`src/rtl/delay_timer_pkg.sv`:
```
// Shared types, defaults and the delay-table lookup for the multi-channel delay timer.
package delay_timer_pkg;

  typedef enum logic {
    IDLE = 1'b0,
    RUN  = 1'b1
  } state_t;

  localparam int CLK_PER_MS_20MHZ = 20000;

  // Four 8-bit entries, entry 0 in the low byte: sel=0 -> 10 ms, sel=3 -> 100 ms.
  localparam logic [31:0] DEF_MS_TABLE = {8'd100, 8'd50, 8'd20, 8'd10};

  // Upper bounds for the generic table lookup below.
  localparam int MAX_MS_W  = 32;
  localparam int MAX_TBL_W = 1024;

  // Returns entry idx of a packed table of ms_w-bit entries; a zero entry reads as 1 ms.
  function automatic logic [MAX_MS_W-1:0] ms_entry(
    input logic [MAX_TBL_W-1:0] tbl,
    input int                   idx,
    input int                   ms_w
  );
    logic [MAX_MS_W-1:0] v;
    v = '0;
    for (int b = 0; b < MAX_MS_W; b++) begin
      if (b < ms_w) begin
        v[b] = tbl[idx*ms_w + b];
      end else begin
        v[b] = 1'b0;
      end
    end
    if (v == '0) begin
      v = MAX_MS_W'(1);
    end else begin
      v = v;
    end
    return v;
  endfunction

endpackage

```
`src/rtl/delay_timer_if.sv`:
```
// Start/abort/status bundle between the owning control FSMs and the delay timer.
interface delay_timer_if #(
  parameter int NCH   = 4,
  parameter int SEL_W = 2
) ();

  logic [NCH-1:0]       start;
  logic [NCH*SEL_W-1:0] sel;
  logic [NCH-1:0]       abort;
  logic [NCH-1:0]       busy;
  logic [NCH-1:0]       done;

  modport master (
    output start, sel, abort,
    input  busy, done
  );

  modport slave (
    input  start, sel, abort,
    output busy, done
  );

endinterface

```
`src/rtl/delay_timer_ch.sv`:
```
// One delay channel: IDLE/RUN FSM, private prescaler and ms down-counter.
module delay_timer_ch
  import delay_timer_pkg::*;
#(
  parameter int                             SEL_W      = 2,
  parameter int                             MS_W       = 8,
  parameter int                             CLK_PER_MS = CLK_PER_MS_20MHZ,
  parameter logic [(2**SEL_W)*MS_W-1:0]     MS_TABLE   = DEF_MS_TABLE,
  parameter int                             RETRIG     = 1
) (
  input  logic             clk,
  input  logic             rst,
  input  logic             start,
  input  logic [SEL_W-1:0] sel,
  input  logic             abort,
  output logic             busy,
  output logic             done
);

  localparam int                     PW      = $clog2(CLK_PER_MS);
  localparam logic [PW-1:0]          PRE_MAX = PW'(CLK_PER_MS - 1);
  localparam logic [MAX_TBL_W-1:0]   TBL_EXT = MAX_TBL_W'(MS_TABLE);

  state_t          state_r, state_n;
  logic [PW-1:0]   pre_r, pre_n;
  logic [MS_W-1:0] ms_r, ms_n;
  logic            start_q_r;
  logic [MS_W-1:0] load_s;
  logic            expire_s;
  logic            retrig_s;

  // Loading the ms counter from the table is what latches sel; later sel changes are not looked at.
  assign load_s   = MS_W'(ms_entry(TBL_EXT, int'(sel), MS_W));
  assign expire_s = (state_r == RUN) && (pre_r == PRE_MAX) && (ms_r == MS_W'(1));
  // In RUN a retrigger needs a fresh start edge, so a held start cannot pin the channel forever;
  // at expiry a held level is enough, giving the seamless restart.
  assign retrig_s = (RETRIG != 0) && start && (!start_q_r || expire_s);

  assign busy = (state_r == RUN);
  assign done = expire_s && !abort;

  // State and counter registers, cleared by the asynchronous reset.
  always_ff @(posedge clk or negedge rst) begin
    if (!rst) begin
      state_r   <= IDLE;
      pre_r     <= '0;
      ms_r      <= '0;
      start_q_r <= 1'b0;
    end else begin
      state_r   <= state_n;
      pre_r     <= pre_n;
      ms_r      <= ms_n;
      start_q_r <= start;
    end
  end

  // Next-state logic: abort first, then (re)start, then expiry, then counting.
  always_comb begin
    state_n = state_r;
    pre_n   = pre_r;
    ms_n    = ms_r;
    case (state_r)
      IDLE: begin
        if (start && !abort) begin
          state_n = RUN;
          pre_n   = '0;
          ms_n    = load_s;
        end else begin
          state_n = IDLE;
        end
      end
      RUN: begin
        if (abort) begin
          state_n = IDLE;
          pre_n   = '0;
          ms_n    = '0;
        end else if (retrig_s) begin
          state_n = RUN;
          pre_n   = '0;
          ms_n    = load_s;
        end else if (expire_s) begin
          state_n = IDLE;
          pre_n   = '0;
          ms_n    = '0;
        end else if (pre_r == PRE_MAX) begin
          pre_n = '0;
          ms_n  = ms_r - MS_W'(1);
        end else begin
          pre_n = pre_r + PW'(1);
        end
      end
      default: begin
        state_n = IDLE;
        pre_n   = '0;
        ms_n    = '0;
      end
    endcase
  end

endmodule

```
`src/rtl/delay_timer_mc.sv`:
```
// Multi-channel delay timer: slices the bus into NCH independent channels.
module delay_timer_mc
  import delay_timer_pkg::*;
#(
  parameter int                         NCH        = 4,
  parameter int                         SEL_W      = 2,
  parameter int                         MS_W       = 8,
  parameter int                         CLK_PER_MS = CLK_PER_MS_20MHZ,
  parameter logic [(2**SEL_W)*MS_W-1:0] MS_TABLE   = DEF_MS_TABLE,
  parameter int                         RETRIG     = 1
) (
  input logic           clk,
  input logic           rst,
  delay_timer_if.slave  bus
);

  logic [NCH-1:0] busy_s;
  logic [NCH-1:0] done_s;

  assign bus.busy = busy_s;
  assign bus.done = done_s;

  for (genvar c = 0; c < NCH; c++) begin : g_ch
    delay_timer_ch #(
      .SEL_W      (SEL_W),
      .MS_W       (MS_W),
      .CLK_PER_MS (CLK_PER_MS),
      .MS_TABLE   (MS_TABLE),
      .RETRIG     (RETRIG)
    ) u_ch (
      .clk   (clk),
      .rst   (rst),
      .start (bus.start[c]),
      .sel   (bus.sel[c*SEL_W +: SEL_W]),
      .abort (bus.abort[c]),
      .busy  (busy_s[c]),
      .done  (done_s[c])
    );
  end

endmodule

```
`src/flat_wrapper.sv`:
```
// flat-port wrapper written by rule: the top's interface ports become plain ports
module delay_timer_mc_flat import delay_timer_pkg::*;
#(
  parameter int                         NCH        = 4,
  parameter int                         SEL_W      = 2,
  parameter int                         MS_W       = 8,
  parameter int                         CLK_PER_MS = CLK_PER_MS_20MHZ,
  parameter logic [(2**SEL_W)*MS_W-1:0] MS_TABLE   = DEF_MS_TABLE,
  parameter int                         RETRIG     = 1
)
  (clk, rst, bus_start, bus_sel, bus_abort, bus_busy, bus_done);
  delay_timer_if #(.NCH(NCH), .SEL_W(SEL_W)) bus_i ();
  input logic clk;
  input logic rst;
  input wire logic [$bits(bus_i.start)-1:0] bus_start;
  input wire logic [$bits(bus_i.sel)-1:0] bus_sel;
  input wire logic [$bits(bus_i.abort)-1:0] bus_abort;
  output wire logic [$bits(bus_i.busy)-1:0] bus_busy;
  output wire logic [$bits(bus_i.done)-1:0] bus_done;
  assign bus_i.start = bus_start;
  assign bus_i.sel = bus_sel;
  assign bus_i.abort = bus_abort;
  assign bus_busy = bus_i.busy;
  assign bus_done = bus_i.done;
  delay_timer_mc #(.NCH(NCH), .SEL_W(SEL_W), .MS_W(MS_W), .CLK_PER_MS(CLK_PER_MS), .MS_TABLE(MS_TABLE), .RETRIG(RETRIG)) u_core (.clk(clk), .rst(rst), .bus(bus_i));
endmodule
```
`config.mk`:
```
export PLATFORM = sky130hd
export DESIGN_NAME = delay_timer_mc_flat
export DESIGN_NICKNAME = d
export VERILOG_FILES = /design/src/rtl/delay_timer_pkg.sv /design/src/rtl/delay_timer_if.sv /design/src/rtl/delay_timer_ch.sv /design/src/rtl/delay_timer_mc.sv /design/src/flat_wrapper.sv
export SDC_FILE = /design/constraint.sdc
export NUM_CORES = 1
export LEC_CHECK = 0
export ABC_AREA = 1
export CORE_MARGIN = 3
export CORE_UTILIZATION = 45
export CTS_CLUSTER_SIZE = 10
export DETAILED_ROUTE_END_ITERATION = 10
export DONT_BUFFER_PORTS = 1
export PLACE_DENSITY = 0.61
export RECOVER_POWER = 25
export SLEW_MARGIN = 20
export SYNTH_ARGS = -nofsm -noshare
export SYNTH_HDL_FRONTEND = slang
export SYNTH_SLANG_ARGS = --single-unit
```
`constraint.sdc`:
```
create_clock -name clk -period 4 [get_ports clk]
set_input_delay 0.6 -clock clk [delete_from_list [all_inputs] [get_ports clk]]
set_output_delay 0.6 -clock clk [all_outputs]
set_load 0.05 [all_outputs]
```
==> impl_metrics.ini <==
[worst_setup_path]
cp_common_cell = nor2_1
path_cells = ha_1 > nand3_1 > nor2_1 > nand2_1 > nor2_1 > inv_1 > nor2_1
worstPathRequired_ns = 3.40
cp-end-kind = output port
cpMaxStageDelayCell = nor2_1
cp_max_fo = 5
crit_type = flop to output port
cpPeakStageDelay_ns = 0.67
arrival_ns = 2.36
critPathLaunchType = flop

[logic_synthesis]
ys_seq_area_share_pct = 37.06
synth-seq-cells = 100
syn_inst = 930
yosys_warnings = 0
syn_avg_cell_area_um2 = 7.260
synth_cell_type_count = 40
synth_fp_nets = 968
netlist_area_um2 = 6751

[clocking]
cts_tree = built
hold_buffers = 1
h-tree-depth = 3
postCtsSetupBuffers = 0
cts.sinks = 100
cts_buffers = 9
cts_resized = 0
cts_root_buf = clkbuf_16
worst_skew_pair.late_latency_ns = 0.35
clk_pin_slew_ns = 0.07
clock_path_buffers = 2

[drt]
dr_total_vias = 5615
first_pass_iters = 5
wl_per_cell_um = 12.58
avgViaCountPerCell = 5.059
route.detailed.drc = 0
antenna_left = 0
first_iter_violations = 315
wirelength_mm = 13.97

[sta]
drv_slew = 101
worstMarginPinSlew_ns = 2.494
fmax_ghz = 0.3373
setup_slack_ns = 1.035
rsz0062_at_grt = no
min_period_ns = 2.965
hold_viol_final = 0
final.setup.tns_ns = 0
fin_skew_ns = 0.01071
relSlewSlack_pct = -66.24
finalSetupViolCount = 0
timing.final.crit_share_pct = 74.12

[finish]
final.fill_count = 1452
stdcell_area_um2 = 7157
register_area_um2 = 2502
postLayoutCoreUtil_pct = 49.06
multi_input_area_um2 = 3679
drive_gt1_share_pct = 8.531
antenna_cells_inserted = 0
syn2layout_area_growth_pct = 6.004
nNetsFinal = 960

[global_route]
grt_pass1_vias = 5285
grt_max_degree = 101
antenna_found_initial = 0
grtUsageTotal_pct = 18.07
grt_pass1_wl_mm = 24.57
overflow = 0

[power_and_ir_drop]
ir_drop_mv = 0.2555
p_leak_nw = 3.270
cellPowerDensity_nw_per_um2 = 377.8

[placement]
dp_slack_ns = 1.396
dpl_cell_area_um2 = 6838
place_congestion = 0.8803
port_buffers = 0
dp_hpwl_mm = 10.03

[floorplanning]
start_util_pct = 46.28
rows = 44
core-area_um2 = 14590
chipWidth_um = 128.5
dieArea_um2 = 16510
ios = 26
die_y_um = 128.5

[flow_run]
drv_cap = 1

[hold_path]
hp-class = primary input to flop

[run_status]
violations = capacitance limit, slew limit
outcome = finished with violations
kinds of logic (layout without fill, tap and decap cells):
family                     Yosys count  after routing  share of synthesized area [%]
muxes                                1              1                         0.1483
xor gates and xnor gates            53             53                          6.876
DFF                                100            100                          37.06
adders and majority gates           20             20                          3.706
AOI/OAI and AO/OA                   75             75                          6.486
and+or+nand+nor                    548            548                          37.27
buffers and inverters              133            129                          8.451
where the power goes:
part / internal (mW) / total (mW) / switching (mW)
logic: 0.202 / 0.559 / 0.357
clock network: 0.546 / 0.939 / 0.393
registers: 1.09 / 1.21 / 0.112
cells in the final DEF, fill, tap and decap left out, types with 2 or more instances in the layout:
master / count
nand3b_1: 4
inv_2: 13
clkinvlp_4: 2
clkbuf_16: 9
nand2_2: 4
nor2_1: 168
o22ai_1: 10
nor2_4: 8
o21ai_0: 28
dfrtp_1: 100
o31ai_1: 2
or2_2: 3
nand4_1: 18
xnor2_1: 3
nand2_4: 10
xor2_1: 50
bufinv_16: 2
o2111ai_1: 4
ha_1: 20
nand3_1: 80
nand2_1: 206
a21oi_1: 24
nand2_8: 2
o21ai_1: 2
nor2_2: 14
nand3_2: 3
nor3_1: 22
nor3b_1: 2
inv_1: 99
metrics by stage:
stage                     instances  power, mW  hold slack [ns]
after floorplan                 930      1.665           0.3044
after global placement         1094      1.763           0.3072
after detailed placement       1094      1.765           0.3070
after CTS                      1110      2.755           0.2066
after global routing           1110      2.892           0.2514
final                          1110      2.704           0.2798
final timing paths:
| kind | start | endpoint | slack, ns | cells after the start |
|---|---|---|---|---|
| worst max register to register | u_core.g_ch[2].u_ch.busy$_DFF_PN0_ | u_core.g_ch[2].u_ch.ms_r[5]$_DFFE_PN0P_ | 1.51 | 9 |
| min in group asynchronous | rst | u_core.g_ch[1].u_ch.ms_r[4]$_DFFE_PN0P_ | 1.01 | 1 |
| max in group asynchronous | rst | u_core.g_ch[1].u_ch.busy$_DFF_PN0_ | 1.52 | 1 |
| worst min register to register | u_core.g_ch[1].u_ch.ms_r[1]$_DFFE_PN0P_ | u_core.g_ch[1].u_ch.ms_r[1]$_DFFE_PN0P_ | 0.48 | 2 |
| worst min-delay path | bus_start[1] | u_core.g_ch[1].u_ch.start_q_r$_DFF_PN0_ | 0.28 | 0 |
| worst max-delay path | u_core.g_ch[3].u_ch.pre_r[0]$_DFFE_PN0P_ | bus_done[3] | 1.04 | 7 |
cell type report:
cell class              count  area share [%]
clock buffers               9           3.147
multi-input cells         697           51.40
repair buffers              1         0.06993
inverters                 113           5.962
well taps                 184           3.217
flip-flops and latches    100           34.97
clock inverters             6           1.241
critical path, delay by kind of cell, from the launching register on:
kind | cells | cell delay, ns
DFF | 1 | 0.39
buffers and inverters | 1 | 0.10
adders and majority gates | 1 | 0.18
and+or+nand+nor | 5 | 1.34
sequential cells by signal (all words and copies together) (netlist names):
register and flops:
u_core.g_ch.u_ch.pre_r 60, u_core.g_ch.u_ch.ms_r 32, u_core.g_ch.u_ch.busy 4, u_core.g_ch.u_ch.start_q_r 4
layer usage:
metal  part of all wire, %  global-route usage (%)  vias to the layer above  routed length [um]
met2                    45                   28.32                      110                6286
li1                      -                       -                     2937                   -
met4                   1.2                   4.994                        0                 163
met1                    50                   25.27                     2556                6927
met3                   4.2                   4.068                       12                 589
met5                     0                       0                        -                   0
synth_stat cells:
cell	n	area, um^2
o21ai_1	2	10.01
nor3_2	1	10.01
nor2_2	14	87.58
nand2_8	2	40.04
nand2_1	206	773.2
nor2_1	168	630.6
inv_4	1	6.260
inv_1	99	371.6
o22ai_1	10	62.56
o21bai_1	1	7.510
nand4_1	18	112.6
o31ai_1	2	15.01
o211ai_2	1	12.51
buf_4	10	75.07
inv_2	13	48.80
nor3_1	22	110.1
buf_6	3	33.78
o2111ai_1	4	35.03
xnor2_1	3	26.28
ha_1	20	250.2
o211ai_1	1	7.510
nand2_4	10	112.6
buf_2	7	35.03
o21ai_0	28	140.1
or2_2	3	18.77
a21oi_1	24	120.1
nand3b_1	4	30.03
a21boi_2	1	11.26
nand3_1	80	400.4
nor3b_1	2	15.01
mux2i_1	1	10.01
nand3_4	1	17.52
nor2_4	8	90.09
nand2_2	4	25.02
nor4_1	1	6.260
a21oi_4	1	16.27
dfrtp_1	100	2502
xor2_1	50	437.9
and2_1	1	6.260
nand3_2	3	30.03
Power figures use the tool's default switching activity.
